`src/rtl/seg_scan_ctrl_pkg.sv`:
```
// Shared definitions for the multiplexed 7-segment scan controller:
// scan-state encoding and nibble width.
package seg_scan_ctrl_pkg;

    localparam int NIBBLE_W = 4;

    typedef enum logic [1:0] {
        ST_OFF   = 2'd0,
        ST_GUARD = 2'd1,
        ST_SHOW  = 2'd2
    } scan_state_e;

endpackage

```
`src/rtl/seg_lz_mask.sv`:
```
// Leading-zero blank mask: bit k is set when digit k and every more
// significant digit are zero. Digit 0 is never blanked.
module seg_lz_mask
    import seg_scan_ctrl_pkg::*;
#(
    parameter int NUM_DIGITS = 4
) (
    input  logic [NUM_DIGITS*NIBBLE_W-1:0] digits,
    input  logic                           lz_blank_en,
    output logic [NUM_DIGITS-1:0]          mask
);

    logic zero_run;

    // NOTE: combinational logic uses blocking '=' so zero_run carries from one
    // loop iteration to the next; every variable gets a default first so no latch forms.
    always_comb begin
        mask     = '0;
        zero_run = 1'b1;
        for (int k = NUM_DIGITS - 1; k >= 1; k--) begin
            zero_run = zero_run && (digits[k*NIBBLE_W +: NIBBLE_W] == '0);
            mask[k]  = lz_blank_en && zero_run;
        end
    end

endmodule

```
`src/rtl/seg_scan_ctrl.sv`:
```
// Time-multiplexed N-digit 7-segment scan controller with a double-buffered
// frame, anti-ghost guard interval and leading-zero blanking.
module seg_scan_ctrl
    import seg_scan_ctrl_pkg::*;
#(
    parameter int NUM_DIGITS  = 4,
    parameter int REFRESH_DIV = 50000,
    parameter int GUARD       = 2
) (
    input  logic                           clk,
    input  logic                           rst_n,
    input  logic                           enable,
    input  logic                           load,
    input  logic [NUM_DIGITS*NIBBLE_W-1:0] digits_in,
    input  logic [NUM_DIGITS-1:0]          dp_in,
    input  logic                           lz_blank_en,
    output logic [NIBBLE_W-1:0]            bcd_out,
    output logic                           blank,
    output logic                           dp_out,
    output logic [NUM_DIGITS-1:0]          an_n,
    output logic                           frame_done
);

    localparam int CNT_W = $clog2(REFRESH_DIV);
    localparam int IDX_W = $clog2(NUM_DIGITS);

    localparam logic [CNT_W-1:0]      CNT_LAST  = CNT_W'(REFRESH_DIV - 1);
    localparam logic [CNT_W-1:0]      GUARD_CNT = CNT_W'(GUARD);
    localparam logic [IDX_W-1:0]      IDX_LAST  = IDX_W'(NUM_DIGITS - 1);
    localparam logic [NUM_DIGITS-1:0] AN_OFF    = '1;

    logic [CNT_W-1:0] cnt;
    logic [IDX_W-1:0] idx;

    logic [NUM_DIGITS-1:0][NIBBLE_W-1:0] display_digits;
    logic [NUM_DIGITS-1:0][NIBBLE_W-1:0] shadow_digits;
    logic [NUM_DIGITS-1:0]               display_dp;
    logic [NUM_DIGITS-1:0]               shadow_dp;
    logic                                pending;

    logic                  slot_end;
    logic                  frame_end;
    scan_state_e           state;
    logic [NIBBLE_W-1:0]   cur_nibble;
    logic                  cur_dp;
    logic [NUM_DIGITS-1:0] an_sel;
    logic [NUM_DIGITS-1:0] lz_mask;

    assign slot_end   = enable && (cnt == CNT_LAST);
    assign frame_end  = slot_end && (idx == IDX_LAST);
    assign cur_nibble = display_digits[idx];
    assign cur_dp     = display_dp[idx];
    assign an_sel     = ~(NUM_DIGITS'(1) << idx);

    always_comb begin
        state = ST_SHOW;
        if (!enable) begin
            state = ST_OFF;
        end else if (cnt < GUARD_CNT) begin
            state = ST_GUARD;
        end
    end

    seg_lz_mask #(
        .NUM_DIGITS (NUM_DIGITS)
    ) u_lz_mask (
        .digits      (display_digits),
        .lz_blank_en (lz_blank_en),
        .mask        (lz_mask)
    );

    // NOTE: sequential state uses non-blocking '<=' so every register samples
    // the pre-edge values of the others, independent of statement order.
    always_ff @(posedge clk or negedge rst_n) begin
        if (!rst_n) begin
            cnt <= '0;
            idx <= '0;
        end else if (enable) begin
            if (cnt == CNT_LAST) begin
                cnt <= '0;
                idx <= (idx == IDX_LAST) ? '0 : idx + 1'b1;
            end else begin
                cnt <= cnt + 1'b1;
            end
        end
    end

    // NOTE: the frame buffers are flops, not RAM, so they take the async reset
    // and the display powers up with a defined all-zero frame.
    always_ff @(posedge clk or negedge rst_n) begin
        if (!rst_n) begin
            display_digits <= '0;
            display_dp     <= '0;
            shadow_digits  <= '0;
            shadow_dp      <= '0;
            pending        <= 1'b0;
        end else begin
            if (load) begin
                shadow_digits <= digits_in;
                shadow_dp     <= dp_in;
            end
            // A load landing on the boundary cycle bypasses the shadow: newest wins.
            if (frame_end && load) begin
                display_digits <= digits_in;
                display_dp     <= dp_in;
                pending        <= 1'b0;
            end else if (frame_end && pending) begin
                display_digits <= shadow_digits;
                display_dp     <= shadow_dp;
                pending        <= 1'b0;
            end else if (load) begin
                pending <= 1'b1;
            end
        end
    end

    always_ff @(posedge clk or negedge rst_n) begin
        if (!rst_n) begin
            bcd_out    <= '0;
            blank      <= 1'b1;
            dp_out     <= 1'b0;
            an_n       <= AN_OFF;
            frame_done <= 1'b0;
        end else begin
            frame_done <= frame_end;
            bcd_out    <= cur_nibble;
            case (state)
                ST_SHOW: begin
                    an_n   <= an_sel;
                    blank  <= lz_mask[idx];
                    dp_out <= cur_dp;
                end
                default: begin
                    an_n   <= AN_OFF;
                    blank  <= 1'b1;
                    dp_out <= 1'b0;
                end
            endcase
        end
    end

endmodule

```
`config.mk`:
```
export PLATFORM = sky130hd
export DESIGN_NAME = seg_scan_ctrl
export DESIGN_NICKNAME = d
export VERILOG_FILES = /design/src/rtl/seg_scan_ctrl_pkg.sv /design/src/rtl/seg_lz_mask.sv /design/src/rtl/seg_scan_ctrl.sv
export SDC_FILE = /design/constraint.sdc
export NUM_CORES = 1
export LEC_CHECK = 0
export ABC_AREA = 1
export ABC_CLOCK_PERIOD_IN_PS = 4200
export CAP_MARGIN = 0
export CORE_MARGIN = 10
export CORE_UTILIZATION = 61
export DETAILED_ROUTE_END_ITERATION = 8
export GPL_TIMING_DRIVEN = 0
export PLACE_DENSITY_LB_ADDON = 0.3
export SETUP_SLACK_MARGIN = 0.15
export SLEW_MARGIN = 20
export SYNTH_ARGS = -nofsm -noshare
export SYNTH_HDL_FRONTEND = slang
export SYNTH_SLANG_ARGS = --single-unit
```
`constraint.sdc`:
```
create_clock -name clk -period 4.2 [get_ports clk]
set_clock_uncertainty 0.05 [all_clocks]
set_input_delay 1.26 -clock clk [delete_from_list [all_inputs] [get_ports clk]]
set_output_delay 1.26 -clock clk [all_outputs]
set_load 0.005 [all_outputs]
```
# Yosys cells after proc, flatten, opt, wreduce, memory -nomap -nowiden
# Index checks and enable logic that the tools add are counted.
# op_classes
add_sub_neg	2
n_mul	0
div	0
n_lt_le_gt_ge	2
n_eq_ne	3
n_shift	1
mux	20
bitwise	1
n_reduce_logical	15
# op_table
op	count
$mux 16	3
$add 16x1->16 const B	1
$eq 16x16->1 const B	1
$lt 16x2->1 const B	1
$mux 4	4
$logic_not 4->1	3
$logic_and 1x1->1	9
$bmux 4 s2	1
$mux 1	7
$mux 2	3
$bmux 1 s2	2
$eq 2x2->1 const B	2
$not 4->4	1
$shl 1x2->4 const A	1
$lt 2x3->1 const B	1
$reduce_bool 3->1	1
$add 2x1->2 const B	1
$reduce_and 2->1	1
$reduce_bool 2->1	1
# word_totals
regBits	70
latchBits	0
ramBits	0
rom_bits	0
in_bits	25
word_cells	62
mem_count	0

# Logic depth before layout (Yosys ltp)
# logic_depth
ltp_word	7
depth_mapped	10
ltp_nobuf	9

# By module
# A second synthesis with hierarchy kept.
# unflattened
hier_cells	453
hier_area_um2	3498.4
# by_module_without_submodules
mod	n_inst	cells_each	area_each_um2	seq_area_each_um2
seg_scan_ctrl	1	439	3434.5	1757.9
seg_lz_mask	1	14	63.8	0.0

# Least setup slack after synthesis
# OpenSTA, ideal clock, no wires.
# synth_path
kind	input-to-reg
startpoint	input port load
endpoint	register shadow_digits[0] in the netlist's numbering
arrival_ns	1.986
path_slack_ns	2.027
stages	4
path_buffers	2
path_cell_list	inv_1 > clkbuf_1 > buf_1 > a21oi_1
# synth_rtl
item	line	source
from (decl)	seg_scan_ctrl.sv:13	input logic load,
to (signal assigned)	seg_scan_ctrl.sv:99	shadow_digits <= digits_in;
to (decl)	seg_scan_ctrl.sv:36	logic [NUM_DIGITS-1:0][NIBBLE_W-1:0] shadow_digits;
# No word-level cell between the ends.

# Worst setup path in the final report
# layout_path
startpoint	input port load
endpoint	register shadow_digits[0] in the netlist's numbering
# No word-level cell between the ends.

==> impl_metrics.py <==
metrics = {
    "outcome": {
        "status": "complete, no violations",
    },
    "synthesis": {
        "seq_area_frac_synth": 0.5177,
        "synth_mux_area_frac": 0,
        "avgSynthCellArea_um2": 7.771,
        "syn-instance-count": 437,
        "ys_ff_latch": 70,
        "yosysMostFrequentCell": "nand2_1",
        "synth_top_family_by_area": "simple AND/OR/NAND/NOR gates",
        "syn_nets": 467,
        "yosysWarnings": 0,
        "synthArstFlopShare": 1.000,
        "synthSimpleGateAreaFrac": 0.2992,
        "synth_commonest_cells": "129 x nand2_1, 76 x nor2_1, 65 x dfrtp_1, 46 x inv_1, 28 x a21oi_1",
        "syn-cell-area_um2": 3396,
        "ys.flop_type": "dfrtp_1",
        "synth_top_area_share": 0.4790,
        "synthDistinctLibCells": 27,
        "synth_edf_count": 0,
        "synth-compound-area-share": 0.07996,
        "synth_fa_ha_area_frac": 0.01842,
        "synth_top_area_cell": "dfrtp_1",
        "synthXorXnorAreaFrac": 0.007738,
        "synthTopCellsByArea": "dfrtp_1 48%, nand2_1 14%, nor2_1 8.4%",
    },
    "timing": {
        "finalHoldViolations": 0,
        "fmax_mhz": 360.4,
        "period_minus_slack_ns": 2.775,
        "whs_ns": 0.4426,
        "period_share": 0.6606,
        "worst_pin_slew_ns": 0.5948,
        "setup_violations": 0,
        "rsz0062_at_grt": "no",
        "slew_viol_final": 0,
        "max_slew_margin": 0.6004,
    },
    "critical_path": {
        "worstSetupEndpointType": "register",
        "cp_cell_sequence": "clkdlybuf4s50_1 -> inv_1 -> clkbuf_1 -> buf_1 -> a21oi_1",
        "cp_max_fo": 10,
        "crit_family": "buffers and inverters",
        "crit_type": "in -> reg",
        "cpMaxStageDelayCell": "clkdlybuf4s50_1",
        "crit_path_max_incr_delay_ns": 0.48,
        "cp_data_arrival_time_ns": 2.93,
        "worst_setup_path_start_kind": "input pin",
        "required_ns": 4.35,
        "worst-path-buf-inv": 4,
    },
    "layout": {
        "syn_to_final_growth_pct": 20.67,
        "drive_above_1_share": 0.07975,
        "fin_cells": 561,
        "fin_area_um2": 4098,
        "antenna_cells": 0,
        "final_nets": 514,
    },
    "clocking": {
        "cts_tree": "yes",
        "cts_root_buf": "clkbuf_8",
        "cts_setup_buffers": 0,
        "cts-resized-gates": 0,
        "clock_path_buffers": 2,
        "cts_htree_levels": 3,
        "cts_buffers": 9,
        "cts.sinks": 70,
        "clkTransAtPathRegs_ns": 0.07,
        "cts_hold_buf": 0,
        "clock_latency_ns": 0.35,
    },
    "die": {
        "row_count": 27,
        "start_util": 0.6243,
        "coreArea_um2": 5439,
        "fp.dieH_um": 94.61,
        "fp.dieW_um": 94.61,
        "die_area_um2": 8951,
        "io_pins": 36,
    },
    "place": {
        "dpl.hpwl_um": 5901,
        "portBuffers": 35,
        "dp_cells": 545,
        "place_congestion": 0.9066,
        "placed_cell_area_um2": 3861,
    },
    "hold_path": {
        "hold_class": "reg -> reg",
    },
    "power_and_ir_drop": {
        "p_leak_nw": 2.106,
        "power-per-cell-area_nw_per_um2": 414.1,
        "ir_drop_mv": 0.2924,
    },
    "detailed_routing": {
        "wl_met1_um": 3230,
        "viasPerCell": 5.351,
        "wl_per_cell_um": 14.46,
        "wl_met2_um": 4218,
        "vias": 3002,
        "top_layer_used": "met4",
        "dr.first_iter.drc_count": 196,
        "drc": 0,
        "wl_met3_um": 438,
        "drtAntennaViolNets": 0,
        "first_pass_iters": 5,
        "wl_um": 8111,
    },
    "flow_run": {
        "cap_violations": 0,
    },
    "global_route": {
        "grt_max_degree": 55,
        "grt_first_pass_wirelength_um": 13570,
        "grt.overflow.total": 0,
        "grt_pass1_vias": 2951,
        "grt_usage": 0.1922,
        "antenna_found_initial": 0,
    },
}
## where the power goes
group,internal (W),switching [W]
registers,0.000735,0.0000668
clock network,0.000395,0.000253
logic,0.0000917,0.000156
total,0.00122,0.000476
## registers in the layout, summed over array words and instances (netlist names), 2 cells and up
name            cells
display_digits     16
shadow_dp           4
cnt                16
an_n                4
display_dp          4
idx                 2
bcd_out             4
shadow_digits      16
## worst register-to-register path, stage by stage, from the launching register on
cell	delay (ns)
dfrtp_1	0.41
ha_1	0.23
nand2_1	0.06
nor2_1	0.16
nand2_1	0.12
nor2_4	0.13
nand2_1	0.21
o21ai_0	0.27
inv_1	0.07
## metrics by stage
stage | total power, W | setup TNS [ns] | worst slack [ns] | utilization
global placement | 0.001048 | -33.10 | -0.5133 | 0.7053
detailed placement | 0.001060 | 0 | 1.079 | 0.7099
floorplan | 0.0009604 | 0 | 2.027 | -
CTS | 0.001707 | 0 | 1.439 | 0.7534
finish | 0.001697 | 0 | 1.425 | 0.7534
global route | 0.001783 | 0 | 1.252 | 0.7534
## cell type report
cell class | count | area [µm²]
flip-flops and latches | 70 | 1758
multi-input cells | 306 | 1376
fillers | 407 | 1341
repair buffers | 36 | 375.4
inverters | 48 | 180.2
clock buffers | 10 | 127.6
clock inverters | 6 | 108.9
well taps | 72 | 90.09
plain buffers | 13 | 81.33
## cell families after synthesis
family	Yosys count
buf+inv	61
compound gates	52
xor+xnor	3
flops	70
fa+ha+maj	5
simple gates	246
## routing by layer
metal	vias to the layer above	GRT usage
li1	1462	-
met1	1429	0.2181
met2	89	0.3324
met3	22	0.05630
met4	0	0.07731
met5	-	0
## path summary, 6_finish.rpt
check / end / slack, ns / depth (start not counted) / start
worst max-delay path: shadow_digits[0]$_DFFE_PN0P_ / 1.43 / 5 / load
worst min-delay path: display_dp[3]$_DFFE_PN0P_ / 0.44 / 2 / display_dp[3]$_DFFE_PN0P_
worst max register to register: pending$_DFFE_PN0P_ / 2.36 / 8 / cnt[1]$_DFFE_PN0P_
worst min register to register: display_dp[3]$_DFFE_PN0P_ / 0.44 / 2 / display_dp[3]$_DFFE_PN0P_
max in group asynchronous: an_n[3]$_DFF_PN1_ / 2.79 / 2 / rst_n
min in group asynchronous: cnt[12]$_DFFE_PN0P_ / 0.72 / 1 / rst_n
## placed cells by master (no fill, tap or decap), types with 3 or more instances in the layout
cell type and instances:
inv_1 46, clkbuf_1 7, nand4_1 8, o21ai_0 18, a21oi_1 28, bufinv_16 3
nor2_1 76, clkbuf_8 9, xor2_1 3, nor2_2 4, dfrtp_1 65, clkdlybuf4s50_1 34
nand2_1 129, nand3_1 12, o22ai_1 3, dfstp_2 5, ha_1 5, buf_6 4
nor3_1 10
Note: power is estimated with default switching activity, not from simulation.
